===== config.mk =====
export PLATFORM = sky130hd
export DESIGN_NAME = adder_seq_ctrl
export DESIGN_NICKNAME = d
export VERILOG_FILES = /design/src/rtl/adder_seq_ctrl.sv
export SDC_FILE = /design/constraint.sdc
export NUM_CORES = 1
export LEC_CHECK = 0
export CORE_UTILIZATION = 55
export CTS_CLUSTER_DIAMETER = 200
export CTS_CLUSTER_SIZE = 40
export DETAILED_ROUTE_END_ITERATION = 7
export PLACE_DENSITY = 0.85
export REMOVE_ABC_BUFFERS = 1
export SETUP_SLACK_MARGIN = 0.15
export SLEW_MARGIN = 20
export SYNTH_ARGS = -nofsm -noshare
export SYNTH_HDL_FRONTEND = slang
export SYNTH_SLANG_ARGS = --single-unit

===== constraint.sdc =====
create_clock -name clk -period 5.2 [get_ports clk]
set_input_delay 0.78 -clock clk [delete_from_list [all_inputs] [get_ports clk]]
set_output_delay 0.78 -clock clk [all_outputs]
set_load 0.02 [all_outputs]

===== src/rtl/adder_seq_ctrl.sv =====
// Nibble-serial add/subtract sequencer: one 4-bit slice is reused NIB times,
// LSB nibble first, with valid/ready handshakes on both sides.
//
// state | meaning
// IDLE  | ready for a new operation, in_ready high
// RUN   | one slice pass per clock, busy high
// DONE  | result and flags held until out_ready

module adder_4bit (
   input  logic [3:0] a,
   input  logic [3:0] b,
   input  logic       cin,
   output logic [3:0] sum,
   output logic       cout,
   output logic       ovfl
);
   assign {cout, sum} = {1'b0, a} + {1'b0, b} + {4'b0000, cin};
   assign ovfl        = (a[3] == b[3]) && (sum[3] != a[3]);
endmodule

module adder_seq_ctrl #(
   parameter int WIDTH = 16
) (
   input  logic             clk,
   input  logic             rst_n,
   input  logic             in_valid,
   output logic             in_ready,
   input  logic             op_sub,
   input  logic [WIDTH-1:0] a_in,
   input  logic [WIDTH-1:0] b_in,
   input  logic             flush,
   output logic             out_valid,
   input  logic             out_ready,
   output logic [WIDTH-1:0] result,
   output logic             cout,
   output logic             ovfl,
   output logic             zero,
   output logic             busy
);
   localparam int NIB = WIDTH / 4;
   localparam int CW  = (NIB > 1) ? $clog2(NIB) : 1;
   localparam logic [CW-1:0] LAST = CW'(NIB - 1);

   typedef enum logic [1:0] {IDLE, RUN, DONE} state_t;

   state_t           state_q, state_d;
   logic [WIDTH-1:0] a_q, b_q, result_q, result_new;
   logic [CW-1:0]    cnt_q;
   logic             carry_q, cout_q, ovfl_q, zero_q;
   logic [3:0]       a_nib, b_nib, s_sum;
   logic             s_cout, s_ovfl, last;

   adder_4bit u_slice (
      .a    (a_nib),
      .b    (b_nib),
      .cin  (carry_q),
      .sum  (s_sum),
      .cout (s_cout),
      .ovfl (s_ovfl)
   );

   assign last = (cnt_q == LAST);

   // pick the operand nibbles addressed by the pass counter
   always_comb begin
      a_nib = '0;
      b_nib = '0;
      for (int i = 0; i < NIB; i++) begin
         if (cnt_q == CW'(i)) begin
            a_nib = a_q[4*i +: 4];
            b_nib = b_q[4*i +: 4];
         end
      end
   end

   // result with the current slice sum merged into its nibble position
   always_comb begin
      result_new = result_q;
      for (int i = 0; i < NIB; i++) begin
         if (cnt_q == CW'(i)) result_new[4*i +: 4] = s_sum;
      end
   end

   // state register
   always_ff @(posedge clk or negedge rst_n) begin
      if (!rst_n) state_q <= IDLE;
      else        state_q <= state_d;
   end

   // next state and handshake outputs; flush overrides every transition
   always_comb begin
      state_d   = state_q;
      in_ready  = 1'b0;
      out_valid = 1'b0;
      busy      = 1'b0;
      case (state_q)
         IDLE: begin
            in_ready = rst_n;
            if (in_valid) state_d = RUN;
         end
         RUN: begin
            busy = 1'b1;
            if (last) state_d = DONE;
         end
         DONE: begin
            out_valid = 1'b1;
            if (out_ready) state_d = IDLE;
         end
         default: state_d = IDLE;
      endcase
      if (flush) state_d = IDLE;
   end

   // operand capture, nibble-serial accumulation and flag capture
   always_ff @(posedge clk or negedge rst_n) begin
      if (!rst_n) begin
         a_q      <= '0;
         b_q      <= '0;
         carry_q  <= 1'b0;
         cnt_q    <= '0;
         result_q <= '0;
         cout_q   <= 1'b0;
         ovfl_q   <= 1'b0;
         zero_q   <= 1'b0;
      end else if (flush) begin
         carry_q  <= 1'b0;
         cnt_q    <= '0;
         result_q <= '0;
         cout_q   <= 1'b0;
         ovfl_q   <= 1'b0;
         zero_q   <= 1'b0;
      end else begin
         case (state_q)
            IDLE: begin
               if (in_valid) begin
                  a_q     <= a_in;
                  // subtract is A + ~B + 1: invert B here, the +1 rides in as carry
                  b_q     <= b_in ^ {WIDTH{op_sub}};
                  carry_q <= op_sub;
                  cnt_q   <= '0;
               end
            end
            RUN: begin
               result_q <= result_new;
               carry_q  <= s_cout;
               if (last) begin
                  cnt_q  <= '0;
                  cout_q <= s_cout;
                  ovfl_q <= s_ovfl;
                  zero_q <= (result_new == '0);
               end else begin
                  cnt_q <= cnt_q + 1'b1;
               end
            end
            default: ;
         endcase
      end
   end

   assign result = result_q;
   assign cout   = cout_q;
   assign ovfl   = ovfl_q;
   assign zero   = zero_q;

endmodule


==> run metrics, run 1 <==
Port Buffers just under 60; status finished clean; Pre-antenna DRT Iters 4; post-layout min period 3.42 ns; critical path fanouts, max 20; CTS Buf Count 5; WL/cell 14.5 um; ranking of synthesized cells by area dfrtp_1 48%, a21oi_1 7.2%, mux2_2 6.2%, xnor2_1 5.1%, nor2_1 4.9%; worst clock skew 0.00662 ns; Core Box Area approximately 0.005 mm2; number of max-cap violations 0; mean post-synth cell area 9.95 um2; initial antenna violation count 0; vias in the first global route 2181; footprint of the multi-input gates 0.00138 mm2; slowest cell delay on critical path 0.50 ns; leading area contributor after synthesis dfrtp_1; worst path bufs/invs 1; Crit. End Element register; detailed-route wire length between 5000 and 6000 um; crit-path cells inv_1, ha_1, nand3b_1, a21oi_1, a21oi_1, o21ai_0, fa_1, fa_1, xnor2_1, o2111ai_1, or3_1, o21ai_1; Die W 74.7 um; final non-filler cell total approximately 400; postcts setup bufs 0; Post-CTS Hold Buffers 0; Clock Latency Late Sink 0.31 ns; P&R area growth vs syn 23.3%; clock-pin slew on the worst setup and hold paths approximately 0.1 ns; Row Count 26; CP startpoint kind register; Top FF cell, synth dfrtp_1; Final Hold Viols 0; Vias/cell ~5.5; Seq cells post-synth 56; placed instance count 404; RSZ-0062 raised after global routing no; worst hold-check path type reg2reg; post-CTS resize count 0; # clock sinks 56; Slew headroom 0.424; most frequent cells in the layout 58 x clkdlybuf4s50_1, 56 x dfrtp_1, 42 x a21oi_1; Crit-path slowest cell ha_1; Synth top area share 0.482; most common cell after layout, fill and taps aside clkdlybuf4s50_1; Slew @ Worst Pin 0.862 ns; die area 0.00558 mm2; largest net degree at the start of global routing 57; LEAKAGE between 1 and 1.5 nW; total congestion overflow 0; share of cells above drive strength 1 0.0938; setup TNS 0 ns; CP top delay family adder cells; Peak VDD IR ~0.00016 V; async set or reset register ratio after synthesis 1.00; Cells after Synth 292; max-slew violations 0; Fmax around 290 MHz; Initial Util 0.569; WP data required 5.45 ns; worst-case clock buffer depth 2; Antenna Nets Post-Route 0; crit share post-route 0.657; Critical Path AT 3.66 ns; final layout net count slightly below 400; fill count roughly 400; synthesized area 0.00291 mm2; Yosys cell types 37; Power Density a little over 300 mW/mm2; vias 2245; Tot GR Track Use 0.242; TritonCTS clock tree done; routability cong. 0.824; Residual DRC 0; storage element area about 0.0014 mm2; Crit Path Class reg2reg; Die H 74.7 um; # IOs 60; EDFF count, synth 0; Yosys Warn Count 0; sequential-to-total area share from yosys stat 0.482; global-route wire length before repair 10100 um; Setup violations, final 0; CTS Root Cell clkbuf_8; # diodes 0; DP HPWL 4430 um; starting DRC count in detailed routing approximately 150; htree depth 2
-- Yosys cell counts, types with 3 or more instances --
cell,n
nor2b_1,3
xnor2_1,17
nor2_1,38
nand3b_1,13
buf_2,5
nand2_1,25
inv_1,3
mux2_2,16
or3_1,5
nor4_1,3
clkbuf_1,9
o21ai_0,9
ha_1,7
buf_6,4
dfrtp_1,56
a21oi_1,42
a21oi_2,4
mux2i_1,7
nor3_1,3
-- state kept, by name (all words and copies together) (netlist names) --
name / cells
b_q: 16
state_q: 2
cout: 1
result: 16
zero: 1
carry_q: 1
ovfl: 1
cnt_q: 2
a_q: 16
-- per-stage QoR --
step           hold WS, ns  utilization  total power [mW]  area (um2)  setup WS (ns)
2_1_floorplan        0.481            -             0.744        2790           2.13
3_3_place_gp         0.495        0.683             0.856        3490           1.90
3_5_place_dp         0.496        0.683             0.873        3490           1.80
4_1_cts              0.517        0.702              1.12        3580           1.77
5_1_grt              0.548        0.702              1.18        3580           1.43
6_report             0.516        0.702              1.12        3580           1.78
-- kinds of logic after synthesis --
kind of cell,share of synthesized area
AO/OA/AOI/OAI,0.128
XOR/XNOR,0.0512
AND/OR/NAND/NOR,0.164
multiplexers,0.0861
flip-flops,0.482
adder cells (fa/ha/maj),0.0439
buffers and inverters,0.0448
-- path summary, 6_finish.rpt --
| path | from | endpoint | slack [ns] | cells past startpoint |
|---|---|---|---|---|
| max | cnt_q[1] | zero | 1.78 | 12 |
| max reg2reg | cnt_q[1] | zero | 1.78 | 12 |
| min reg2reg | a_q[3] | a_q[3] | 0.52 | 1 |
| max in group asynchronous | rst_n | b_q[7] | 4.10 | 2 |
| min | a_q[3] | a_q[3] | 0.52 | 1 |
| min in group asynchronous | rst_n | result[9] | 0.66 | 2 |
-- routing by layer --
layer,part of all wire,global-route usage,up-vias
met3,0.037,0.0455,11
li1,-,-,1099
met2,0.49,0.412,63
met4,0.016,0.0734,0
met5,0,0,-
met1,0.45,0.316,1072
-- power breakdown --
group | internal, mW | switching (mW) | leakage [nW] | total [mW]
clock | 0.119 | 0.135 | 0.0503 | 0.254
sequential | 0.494 | 0.0440 | 0.694 | 0.538
combinational | 0.156 | 0.170 | 0.724 | 0.325
-- cell type report --
class / count / area share
well taps: 70 / 0.0244
multi-input cells: 213 / 0.385
flip-flops and latches: 56 / 0.391
clock buffers: 7 / 0.0269
inverters: 3 / 0.00314
repair buffers: 62 / 0.170
Power figures use the tool's default switching activity.
==> inputs of run 2 (changes only) <==
CORE_UTILIZATION = 51   (was 55)
PLACE_DENSITY = 0.8   (was 0.85)
clock period = 3.2 ns   (was 5.2 ns; I/O delays follow)
==> run 2 against run 1 <==
  * Clock-buffer cell count fell by 1
  * Clock skew rose by 0.0017 ns
  * First-iteration DRC count rose by 3.4%
  * Sequential power rose by 62%
  * Power rose by 63%
  * Global-route usage fell by 2.6 points
  * Via count fell by 0.76%
  * Critical path type unchanged
  * Final area rose by 2.4%
  * Cell count rose by 2.7%
  * Worst hold slack got worse by 0.14 ns
  * Highest routed layer unchanged
  * Non-clock buffer count rose by 9
  * Sequential cell count did not move
==> run metrics, run 2 (same netlist as run 1, synthesis figures left out) <==
status finished clean; CTS Root Cell clkbuf_8; # IOs 60 (unchanged); Pre-antenna DRT Iters 4 (unchanged); setup TNS 0 ns (unchanged); Initial Util 0.528 (-0.0412); worst clock skew 0.00835 ns (+0.00173 ns); CTS Buf Count 5 (unchanged); TritonCTS clock tree done; Core Box Area 0.00551 mm2 (+7.8%); Fmax 350 MHz (+20%); Slew headroom 0.414 (-0.00973); post-layout min period 2.86 ns (-0.561 ns); Final Hold Viols 0 (unchanged); detailed-route wire length 6150 um (+3.0%); Peak VDD IR 0.000265 V (+66%); htree depth 2 (unchanged); Reg power frac 0.478 (-0.004); P_int 1.25 mW (+62%); WP data required 3.44 ns (-2.01 ns); starting DRC count in detailed routing 152 (+3.4%); worst-case clock buffer depth 2 (unchanged); critical path fanouts, max 8 (-60%); max-slew violations 0 (unchanged); global-route wire length before repair 10100 um (-0.13%); initial antenna violation count 0 (unchanged); storage element area 0.00140 mm2 (about the same); Die H 77.5 um (+3.7%); Residual DRC 0 (unchanged); Power Density 497 mW/mm2 (+59%); die area 0.00600 mm2 (+7.6%); # clock sinks 56 (unchanged); Slew @ Worst Pin 0.876 ns (+0.0146 ns); Row Count 27 (+3.8%); Crit Path Class reg2reg; total congestion overflow 0 (unchanged); fill count 461 (+12%); WL/cell 14.6 um (+0.31%); most common cell after layout, fill and taps aside clkdlybuf4s50_1; RSZ-0062 raised after global routing no; crit share post-route 0.893 (+0.236); Crit. End Element register; clock power share 0.199 (-0.028); routability cong. 0.847 (+2.7%); Comb power frac 0.323 (+0.032); worst hold-check path type in2async; vias in the first global route 2156 (-1.1%); Setup violations, final 0 (unchanged); clock-pin slew on the worst setup and hold paths 0.09 ns (about the same); largest net degree at the start of global routing 57 (unchanged); Tot Pwr 1.82 mW (+63%); Clock Latency Late Sink 0.31 ns (about the same); Vias/cell 5.28 (-3.3%); # diodes 0 (unchanged); Tot GR Track Use 0.216 (-0.0259); CP startpoint kind register; Die W 77.5 um (+3.7%); vias 2228 (-0.76%); Antenna Nets Post-Route 0 (unchanged); DP HPWL 4500 um (+1.7%); Port Buffers 59 (unchanged); Switching Share 0.317 (+0.00479); Sw Pwr 0.578 mW (+66%); share of cells above drive strength 1 0.137 (+0.0433); LEAKAGE 1.51 nW (+2.5%); footprint of the multi-input gates 0.00141 mm2 (+2.4%); number of max-cap violations 0 (unchanged); most frequent cells in the layout 58 x clkdlybuf4s50_1, 55 x dfrtp_1, 42 x a21oi_1; Critical Path AT 3.10 ns (-0.56 ns); final layout net count 397 (+2.3%); P&R area growth vs syn 26.3%
-- run 2: worst paths after layout --
| kind | from | end | slack (ns) | cells after the start |
|---|---|---|---|---|
| setup / recovery | cnt_q[0] | zero | 0.34 | 11 |
| setup reg to reg | cnt_q[0] | zero | 0.34 | 11 |
| hold reg to reg | a_q[7] | a_q[7] | 0.52 | 1 |
| max in group asynchronous | rst_n | cnt_q[0] | 2.32 | 2 |
| min in group clk | a_q[7] | a_q[7] | 0.52 | 1 |
| hold / removal | rst_n | a_q[9] | 0.38 | 2 |
-- run 2: timing repair --
action | CTS | global route
buffers inserted | 0 | 1
gates resized for setup | 1 | 11
setup endpoints to repair | 1 | 8
hold buffers | 0 | 0
pin swaps | 0 | 0
hold endpoints to repair | 0 | 0
-- run 2: stage by stage --
step	worst slack (ns)	hold WS, ns	cells	cell area, um2	util
final	0.343	0.376	422	3670	0.666
after global routing	0.170	0.440	422	3670	0.666
after CTS	0.185	0.407	421	3630	0.659
after detailed placement	0.154	0.501	414	3550	0.645
after global placement	0.285	0.495	414	3550	0.645
after floorplan	0.130	0.184	272	2790	-
-- run 2: critical path, stage by stage (launching register included) --
cell and delay, ns:
dfrtp_2 0.43, inv_1 0.08, ha_2 0.24, buf_4 0.17
a21oi_1 0.12, o21ai_1 0.09, fa_1 0.46, fa_2 0.44
nor3_1 0.18, o2111ai_1 0.14, or3_1 0.33, o21ai_1 0.12
-- run 2: power groups by stage --
stage | registers, mW | logic, mW | clock network (mW)
after floorplan | 0.878 | 0.331 | 0
after global placement | 0.882 | 0.548 | 0
after detailed placement | 0.886 | 0.566 | 0
after CTS | 0.872 | 0.569 | 0.371
after global routing | 0.883 | 0.647 | 0.399
final | 0.871 | 0.589 | 0.364
-- run 2: layout make-up --
type,instances,share of cell area
multi-input cells,213,0.385
flip-flops and latches,56,0.382
repair buffers,71,0.184
well taps,72,0.0245
clock buffers,6,0.0198
inverters,3,0.00307
clock inverters,1,0.00136
-- run 2: per-layer routing --
layer | share of wire | vias up | GRT usage
li1 | - | 1111 | -
met1 | 0.46 | 1060 | 0.278
met2 | 0.50 | 52 | 0.376
met3 | 0.035 | 5 | 0.0388
met4 | 0.0089 | 0 | 0.0547
met5 | 0 | - | 0
==> inputs of run 3 (changes only) <==
ABC_CLOCK_PERIOD_IN_PS = 3200   (was not set)
==> results of run 3 <==
No change in the layout: final DEF, timing and power equal those of run 2.
